**src/rtl/hazard_control_unit.sv**
```systemverilog
// Pipeline sequencing controller for the 5-stage RV32I core: load-use stalls, control-transfer
// flushes and drain-then-halt on a halting ecall. Define HAZARD_STALL_COUNTER_EN for stall_cycles.
module hazard_control_unit #(
  parameter int unsigned DRAIN_CYCLES = 3,
  parameter int unsigned CNT_W        = 32
) (
  input  logic             clk,
  input  logic             reset,
  input  logic [4:0]       id_rs1,
  input  logic [4:0]       id_rs2,
  input  logic             id_use_rs1,
  input  logic             id_use_rs2,
  input  logic             id_is_ecall,
  input  logic             id_x17_eq_10,
  input  logic [4:0]       ex_rd,
  input  logic             ex_mem_read,
  input  logic             ex_flush,
  output logic             pc_write,
  output logic             if_id_write,
  output logic             if_id_flush,
  output logic             id_ex_bubble,
  output logic             is_halted,
  output logic [CNT_W-1:0] stall_cycles
);

  typedef enum logic [1:0] {
    StRun,
    StDrain,
    StHalted
  } state_e;

  localparam logic [3:0] DrainInit = 4'(DRAIN_CYCLES - 1);

  state_e     state_q, state_d;
  logic [3:0] drain_cnt_q, drain_cnt_d;
  logic       is_halted_q;
  logic       luh;

  // A load targeting x0 never produces a value, so it can never create a hazard.
  assign luh = ex_mem_read && (ex_rd != 5'd0) &&
               ((id_use_rs1 && (id_rs1 == ex_rd)) || (id_use_rs2 && (id_rs2 == ex_rd)));

  always_comb begin
    state_d      = state_q;
    drain_cnt_d  = drain_cnt_q;
    pc_write     = 1'b1;
    if_id_write  = 1'b1;
    if_id_flush  = 1'b0;
    id_ex_bubble = 1'b0;
    if (!reset) begin
      case (state_q)
        StRun: begin
          if (ex_flush) begin
            if_id_flush  = 1'b1;
            id_ex_bubble = 1'b1;
          end else if (luh) begin
            pc_write     = 1'b0;
            if_id_write  = 1'b0;
            id_ex_bubble = 1'b1;
          end else if (id_is_ecall && id_x17_eq_10) begin
            pc_write     = 1'b0;
            if_id_write  = 1'b0;
            id_ex_bubble = 1'b1;
            state_d      = StDrain;
            drain_cnt_d  = DrainInit;
          end
        end
        StDrain: begin
          pc_write     = 1'b0;
          if_id_write  = 1'b0;
          id_ex_bubble = 1'b1;
          if (drain_cnt_q == 4'd0) begin
            state_d = StHalted;
          end else begin
            drain_cnt_d = drain_cnt_q - 4'd1;
          end
        end
        StHalted: begin
          pc_write     = 1'b0;
          if_id_write  = 1'b0;
          id_ex_bubble = 1'b1;
        end
        default: state_d = StRun;
      endcase
    end
  end

  always_ff @(posedge clk) begin
    if (reset) begin
      state_q     <= StRun;
      drain_cnt_q <= 4'd0;
      is_halted_q <= 1'b0;
    end else begin
      state_q     <= state_d;
      drain_cnt_q <= drain_cnt_d;
      is_halted_q <= (state_d == StHalted);
    end
  end

  assign is_halted = is_halted_q;

`ifdef HAZARD_STALL_COUNTER_EN
  logic [CNT_W-1:0] stall_q;
  logic             stall_inc;

  assign stall_inc = (state_q == StRun) && !ex_flush && luh;

  // Saturating so a long run never reports a misleadingly small count.
  always_ff @(posedge clk) begin
    if (reset) begin
      stall_q <= '0;
    end else if (stall_inc && (stall_q != '1)) begin
      stall_q <= stall_q + CNT_W'(1);
    end
  end

  assign stall_cycles = stall_q;
`else
  assign stall_cycles = '0;
`endif

endmodule
```
**config.mk**
```make
export PLATFORM = sky130hd
export DESIGN_NAME = hazard_control_unit
export DESIGN_NICKNAME = d
export VERILOG_FILES = /design/src/rtl/hazard_control_unit.sv
export SDC_FILE = /design/constraint.sdc
export NUM_CORES = 1
export LEC_CHECK = 0
export ABC_CLOCK_PERIOD_IN_PS = 1600
export CORE_MARGIN = 4
export CORE_UTILIZATION = 33
export CTS_BUF_LIST = sky130_fd_sc_hd__clkbuf_4
export CTS_CLUSTER_DIAMETER = 100
export DETAILED_ROUTE_END_ITERATION = 16
export GPL_TIMING_DRIVEN = 0
export PLACE_DENSITY = 0.8
export SETUP_SLACK_MARGIN = 0.5
export SYNTH_ARGS = -nofsm -noshare
export SYNTH_HDL_FRONTEND = slang
export SYNTH_SLANG_ARGS = --single-unit
```
**constraint.sdc**
```tcl
create_clock -name clk -period 1.6 [get_ports clk]
set_input_delay 0.16 -clock clk [delete_from_list [all_inputs] [get_ports clk]]
set_output_delay 0.16 -clock clk [all_outputs]
set_load 0.05 [all_outputs]
```
**Word level (Yosys, flattened, before mapping)**

Index checks and enable logic that the tools add are counted.

- Add/subtract/negate cells: 1
- Eq/ne operators: 9
- Muxes and demuxes: 24
- Reduce and logical (&&, ||, !) cells: 12

Operator list:

| cell | number |
|---|---|
| 4-bit 2-to-1 mux | 4 |
| 1-bit 2-to-1 mux | 11 |
| 5-bit equality test | 2 |
| 2-bit 2-to-1 mux | 5 |
| 2-bit inequality test, second input constant | 4 |
| 4-bit case mux with 2 select lines | 1 |
| 2-bit case mux with 3 select lines | 1 |
| 1-bit logical AND | 5 |
| 5-bit AND reduction | 1 |
| 5-bit nonzero test | 1 |
| 2-bit equality test, second input constant | 2 |
| 4-bit zero test | 1 |
| 1-bit case mux with 2 select lines | 2 |
| 4-bit by 1-bit subtractor with 4-bit output, second input constant | 1 |
| 2-bit by 1-bit equality test with 1-bit output, second input constant | 1 |
| 2-bit zero test | 1 |
| 2-bit nonzero test | 1 |
| 2-bit OR reduction | 1 |
| 1-bit logical OR | 1 |

- Flip-flop bits (word level): 7
- Input bits: 23
- Output and inout port bits: 37
- Word-level logic and storage cells: 49

**Logic depth before layout (Yosys ltp)**

Gate-level depths: netlist of run 1.

- Depth after elaboration: 9
- Mapped depth: 8
- Gate-level depth less buffers: 8

**Worst setup path before layout of run 1**

OpenSTA, ideal clock, no wires.

- Path type: input -> output
- Start point: in ex_rd[1]
- End point: out pc_write
- Arrival time: 2,232 ps
- Required time: 1,440 ps
- Setup slack: -792 ps
- Stages on the path: 6
- Path buffers: 1
- Path through: or4_1 o21a_1 nand2_1 a2111oi_0 a31oi_1 buf_4

- Longest elaborated chain between the ends: 8
- Elaborated cells between the ends (all ways): 12
- Those cells by class: 2 x eq/ne; 4 x mux; 6 x reduce/logical

Ends and longest elaborated chain:

| element | line | text |
|---|---|---|
| start: declaration | 15 | `input logic [4:0] ex_rd,` |
| 5-bit equality test | 41 | `((id_use_rs1 && (id_rs1 == ex_rd)) \|\| (id_use_rs2 && (id_rs2 == ex_rd)));` |
| 1-bit logical AND | 41 |  |
| 1-bit logical OR | 41 |  |
| 1-bit logical AND * | 40 | `assign luh = ex_mem_read && (ex_rd != 5'd0) &&` |
| 1-bit 2-to-1 mux * (2 in a row) | -- |  |
| 1-bit case mux with 2 select lines * | -- |  |
| 1-bit 2-to-1 mux * | -- |  |
| end: declaration | 18 | `output logic pc_write,` |

Mark *: on every way between the ends. The rest lies on a longest branch, timed or not.

**Final worst setup path of run 1**

- Start point: in id_rs1[3]
- End point: out pc_write

- Longest elaborated chain between the ends: 8

Ends and longest elaborated chain:

| element | line | text |
|---|---|---|
| start: declaration | 9 | `input logic [4:0] id_rs1,` |
| 5-bit equality test | 41 |  |
| 1-bit logical AND | 41 |  |
| 1-bit logical OR | 41 |  |
| 1-bit logical AND | 40 |  |
| 1-bit 2-to-1 mux | 56 | `end else if (luh) begin` |
| 1-bit 2-to-1 mux | 53 | `if (ex_flush) begin` |
| 1-bit case mux with 2 select lines | 51 | `case (state_q)` |
| 1-bit 2-to-1 mux | 50 | `if (!reset) begin` |

Every way passes these cells.

==> impl_metrics.toml, run 1 <==
[setup_path]
crit_fanout = 2
start_kind = "input pin"
crit_slowest_cell = "a2111oi_4"
crit_type = "in -> out"
cpPeakStageDelay_ns = 0.35
worstPathCellList = "clkdlybuf4s15_2 -> xnor2_1 -> nand4_1 -> o22ai_2 -> nand2_2 -> a2111oi_4 -> a31oi_4 -> buf_6 -> buf_8"
critPathCaptureType = "output port"
critical_path_arrival_ns = 1.64
crit_required_ns = 1.44

[synthesis]
synth_seq_area_share_pct = 15.47
async_flop_share_pct = 0
ys_top_cells_by_area = "buf_4 27%, dfxtp_1 15%, xnor2_1 9.7%, ha_1 6.9%, nand2_1 5.0%"
ys_ff_latch = 7
synthCells = 119
ys_types = 34
synth_common_cells = "33 x buf_4, 12 x nand2_1, 10 x xnor2_1"
yosysMostFrequentCell = "buf_4"
synthFlopType = "dfxtp_1"
netlist_area_um2 = 905.9
ys.warnings.count = 0
syn_area_per_cell_um2 = 7.612
synth_top_cell_by_area = "buf_4"
synth_edf_count = 0
yosys.area.top_type_share_pct = 27.35

[routing]
dr.pass1.iters = 4
viasPerCell = 4.476
wl_um = 2816
vias = 1025
postRouteAntennaNets = 0
dr.first_iter.drc_count = 50
drt-wirelength-per-cell_um = 12.30
drc_errors = 0

[floorplanning]
row_count = 18
dieArea_um2 = 3648
die-width_um = 60.40
start_util_pct = 35.59
die_h_um = 60.40
io_pins = 60
core_area_um2 = 2545

[timing]
setup_viol = 8
fin_skew_ns = 0.005293
finalCriticalPeriod_ns = 1.800
fin_tns_setup_ns = -0.9316
rsz0062_at_grt = "true"
slew_violations = 0
finalWorstSetupSlack_ns = -0.1998
fmax_mhz = 555.6
post-route-period-util_pct = 112.5
final_hold_viol_count = 0

[min_path]
min_path_type = "in -> reg"

[clock_tree]
cts_tree = "built"
cts_buffers = 3
clkTransAtPathRegs_ns = 0.05
insertion_delay_ns = 0.25
cts_root_buffer = "clkbuf_4"
cts.sinks = 7
cts_buffer_depth = 2
htree_num_levels = 1

[global_routing]
grt_overflow_total = 0
grt_pass1_wl_um = 4195
grt_start_max_net_pins = 9
grt_pass1_vias = 1002
antenna_found_initial = 0
grt_usage_pct = 15.05

[pwr]
leakagePower_nw = 0.8231
total_power_mw = 1.252
power.density_nw_per_um2 = 752.8
ir_worst_vdd_mv = 0.5417

[outcome]
status = "finished with violations"
violations = "setup timing"

[placement]
pre_cts_ws_ns = -1.236
io_buffer_count = 27
globalplace.congestion = 0.7801
place_area_um2 = 1448
place_hpwl_um = 2030

[cells_and_area]
diodes = 0
nets = 228
drive_above_1_share_pct = 49.75
fin_area_um2 = 1663
syn2layout_area_growth_pct = 83.56

[run]
cap_violations = 0
==> per-stage QoR <==
| stage | hold slack [ns] | util, % | std cells |
|---|---|---|---|
| 5_1_grt | 0.5276 | 65.34 | 229 |
| 6_report | 0.4944 | 65.34 | 229 |
| 3_5_place_dp | 0.4838 | 56.88 | 207 |
| 2_1_floorplan | 0.2253 | - | 150 |
| 4_1_cts | 0.4650 | 61.85 | 221 |
| 3_3_place_gp | 0.4836 | 56.88 | 207 |
==> cells in the final DEF (no fill, tap or decap), drive strengths merged, types with 2 or more instances in the layout <==
master / count
and2: 2
o21ai: 3
nand4: 2
dlygate4sd2: 4
nand3: 2
nand2b: 2
clkdlybuf4s50: 4
xnor2: 10
clkdlybuf4s15: 5
o32ai: 3
o21a: 2
a211oi: 2
inv: 7
clkbuf: 5
nor2b: 4
nand2: 12
buf: 65
a2111oi: 2
ha: 5
dfxtp: 7
conb: 32
a31oi: 2
nor2: 5
==> report_power, final <==
group	switching, mW	total, mW	internal, mW
registers	0.0174	0.215	0.197
logic	0.488	0.855	0.367
clock network	0.0695	0.182	0.112
total	0.575	1.25	0.677
==> worst max-delay path, delay by kind of cell <==
family,cells,cell delay [ns]
simple gates,2,0.24
buf+inv,3,0.46
compound gates,3,0.56
xor+xnor,1,0.22
==> state kept, by name, summed over array words and instances, names as in the netlist <==
signal / count
drain_cnt_q: 4
is_halted: 1
state_q: 2
==> worst paths after layout <==
path / cells past startpoint / endpoint / startpoint / slack, ns
setup / recovery: 9 / pc_write / id_rs1[3] / -0.20
hold / removal: 2 / drain_cnt_q[1]$_SDFFE_PP0P_ / reset / 0.49
hold reg to reg: 2 / drain_cnt_q[2]$_SDFFE_PP0P_ / drain_cnt_q[2]$_SDFFE_PP0P_ / 0.56
setup reg to reg: 9 / drain_cnt_q[3]$_SDFFE_PP0P_ / drain_cnt_q[1]$_SDFFE_PP0P_ / -0.18
==> area by class of cell <==
type / count / area (µm²)
plain buffers: 34 / 276.5
clock buffers: 4 / 30.03
fillers: 211 / 882.1
inverters: 7 / 38.79
multi-input cells: 102 / 755.7
flip-flops and latches: 7 / 150.1
well taps: 30 / 37.54
repair buffers: 45 / 374.1
==> routing by layer <==
metal	GRT usage [%]	share of wire, %	up-vias	routed length, µm
met3	5.532	12	12	334
met1	14.83	34	437	961
li1	-	-	506	-
met4	8.544	3.2	0	91
met2	27.01	51	70	1429
met5	0	0	-	0
==> kinds of logic (layout without fill, tap and decap cells) <==
group	Yosys count	in the layout	synth area share (%)
compound gates	21	21	17.68
fa+ha+maj	5	5	6.906
flops	7	7	15.47
simple gates	34	34	19.20
buf+inv	41	90	30.66
xor+xnor	10	10	9.668
other cells	1	32	0.4140
==> repair_timing <==
action,4_1_cts,5_1_grt
pin swaps,24,6
setup endpoints to repair,12,12
resized for setup,95,10
hold buffers,0,0
setup buffers,10,8
Note: power is estimated with default switching activity, not from simulation.
==> run 2: changes to the inputs <==
CORE_ASPECT_RATIO = 0.5   (was unset)
==> impl_metrics.toml, run 2 (synthesized netlist as in run 1, its figures left out) <==
[floorplanning]
die-width_um = 82.10
row_count = 13
io_pins = 60
start_util_pct = 34.81
die_h_um = 45.05
dieArea_um2 = 3698
core_area_um2 = 2603

[clock_tree]
cts_buffers = 3
htree_num_levels = 1
cts.sinks = 7
insertion_delay_ns = 0.27
cts_tree = "built"
postCtsHoldBufs = 0
clkTransAtPathRegs_ns = 0.06
cts_root_buffer = "clkbuf_4"
cts_buffer_depth = 2

[min_path]
min_path_type = "in -> reg"
min_from = "reset"
hold_path_end = "drain_cnt_q[1]$_SDFFE_PP0P_"
min_path_cells = 2

[setup_path]
critPathCaptureType = "output port"
cpPeakStageDelay_ns = 0.36
crit_fanout = 5
crit_type = "reg -> out"
crit_slowest_cell = "dfxtp_4"
r2r_cells = 9
start_kind = "register"
worstReg2RegStart = "drain_cnt_q[0]$_SDFFE_PP0P_"
r2r_end = "drain_cnt_q[3]$_SDFFE_PP0P_"
critical_path_arrival_ns = 1.65
crit_required_ns = 1.44
regToRegSetupSlack_ns = -0.19
worstPathCellList = "inv_4 -> ha_4 -> clkbuf_16 -> inv_8 -> a2111oi_4 -> a31oi_4 -> buf_6 -> buf_8"

[timing]
post-route-period-util_pct = 113.1
slew_headroom_pct = 66.57
worst_pin_slew_ns = 0.4977
finalCriticalPeriod_ns = 1.810
rsz0062_at_grt = "true"
fin_skew_ns = 0.01030
final_hold_viol_count = 0
slew_violations = 0
setup_viol = 9
finalWorstSetupSlack_ns = -0.2101
holdWs_ns = 0.3648
fmax_mhz = 552.4

[run]
cap_violations = 0

[pwr]
total_power_mw = 1.343
leakagePower_nw = 0.8477
ir_worst_vdd_mv = 0.3114
power.density_nw_per_um2 = 772.9

[cells_and_area]
nets = 230
stdcell_count = 238
top_register = "drain_cnt_q"
diodes = 0
layout_commonest_cell = "buf_4"
drive_above_1_share_pct = 56.22
most-common-layout-cells = "50 x buf_4, 32 x conb_1, 13 x buf_2"
syn2layout_area_growth_pct = 91.85
largest_reg_flops = 4

[outcome]
violations = "setup timing"
status = "finished with violations"

[routing]
drc_errors = 0
wl_um = 3164
dr.pass1.iters = 4
postRouteAntennaNets = 0
dr.first_iter.drc_count = 67
vias = 1047
viasPerCell = 4.399
drt-wirelength-per-cell_um = 13.29

[placement]
dpl.cell_count = 214
io_buffer_count = 27
globalplace.congestion = 0.7977
place_hpwl_um = 1934

[global_routing]
grt_usage_pct = 14.60
grt_start_max_net_pins = 8
grt_pass1_vias = 924
antenna_found_initial = 0
grt_pass1_wl_um = 4167
grt_overflow_total = 0
==> run 2: cell count changes in the layout (fill, tap and decap cells not counted), moves of 2 or more <==
cell / before / now
buf_8: 1 / 3
o32ai_1: 2 / 0
nand2_1: 10 / 8
clkdlybuf4s15_2: 2 / 0
nand2_2: 1 / 3
clkdlybuf4s15_1: 3 / 0
buf_2: 8 / 13
o32ai_2: 1 / 3
==> run 2: critical path, delay by kind of cell (launching register included) <==
kind	cells	cell delay, ns
AO/OA/AOI/OAI	2	0.37
adder cells (fa/ha/maj)	1	0.14
buffers and inverters	5	0.52
flip-flops	1	0.36
==> run 2: layout make-up <==
type / count / area (µm²)
multi-input cells: 102 / 815.8
fillers: 195 / 864.6
well taps: 37 / 46.29
flip-flops and latches: 7 / 150.1
clock buffers: 4 / 30.03
repair buffers: 47 / 380.4
inverters: 7 / 38.79
plain buffers: 34 / 276.5
==> run 2: worst max path at each step <==
stage                          startpoint       end  slack [ns]  cells past startpoint
global route        state_q[0]$_SDFF_PP0_  pc_write       -0.27                      8
CTS                 state_q[0]$_SDFF_PP0_  pc_write       -0.17                      8
detailed placement               ex_rd[1]  pc_write       -1.23                      8
floorplan                        ex_rd[1]  pc_write       -0.23                      6
global placement                 ex_rd[1]  pc_write       -1.22                      8
finish              state_q[0]$_SDFF_PP0_  pc_write       -0.21                      8
==> run 2: repair_timing <==
item / 4_1_cts / 5_1_grt
pin swaps: 24 / 10
endpoints found under the setup margin: 12 / 12
gates resized for setup: 105 / 23
setup buffers: 12 / 8
==> run 2: metrics by stage <==
step | setup WS (ns) | instance area, µm² | utilization (%) | setup TNS [ns]
5_1_grt | -0.2673 | 1738 | 66.78 | -1.525
4_1_cts | -0.1718 | 1602 | 61.54 | -0.8269
2_1_floorplan | -0.2338 | 1140 | - | -0.4457
6_report | -0.2101 | 1738 | 66.78 | -1.088
3_3_place_gp | -1.225 | 1456 | 55.96 | -8.538
3_5_place_dp | -1.229 | 1456 | 55.96 | -8.646
==> run 2: report_power, final <==
group	internal (mW)	switching (mW)
combinational	0.397	0.536
sequential	0.197	0.0193
clock	0.113	0.0798
total	0.708	0.635
==> run 2: layer usage <==
layer	vias to the layer above	track usage, %	wire length [µm]
li1	508	-	-
met1	465	17.31	1232
met2	60	27.61	1590
met3	14	1.394	222
met4	0	5.629	119
met5	-	0	0
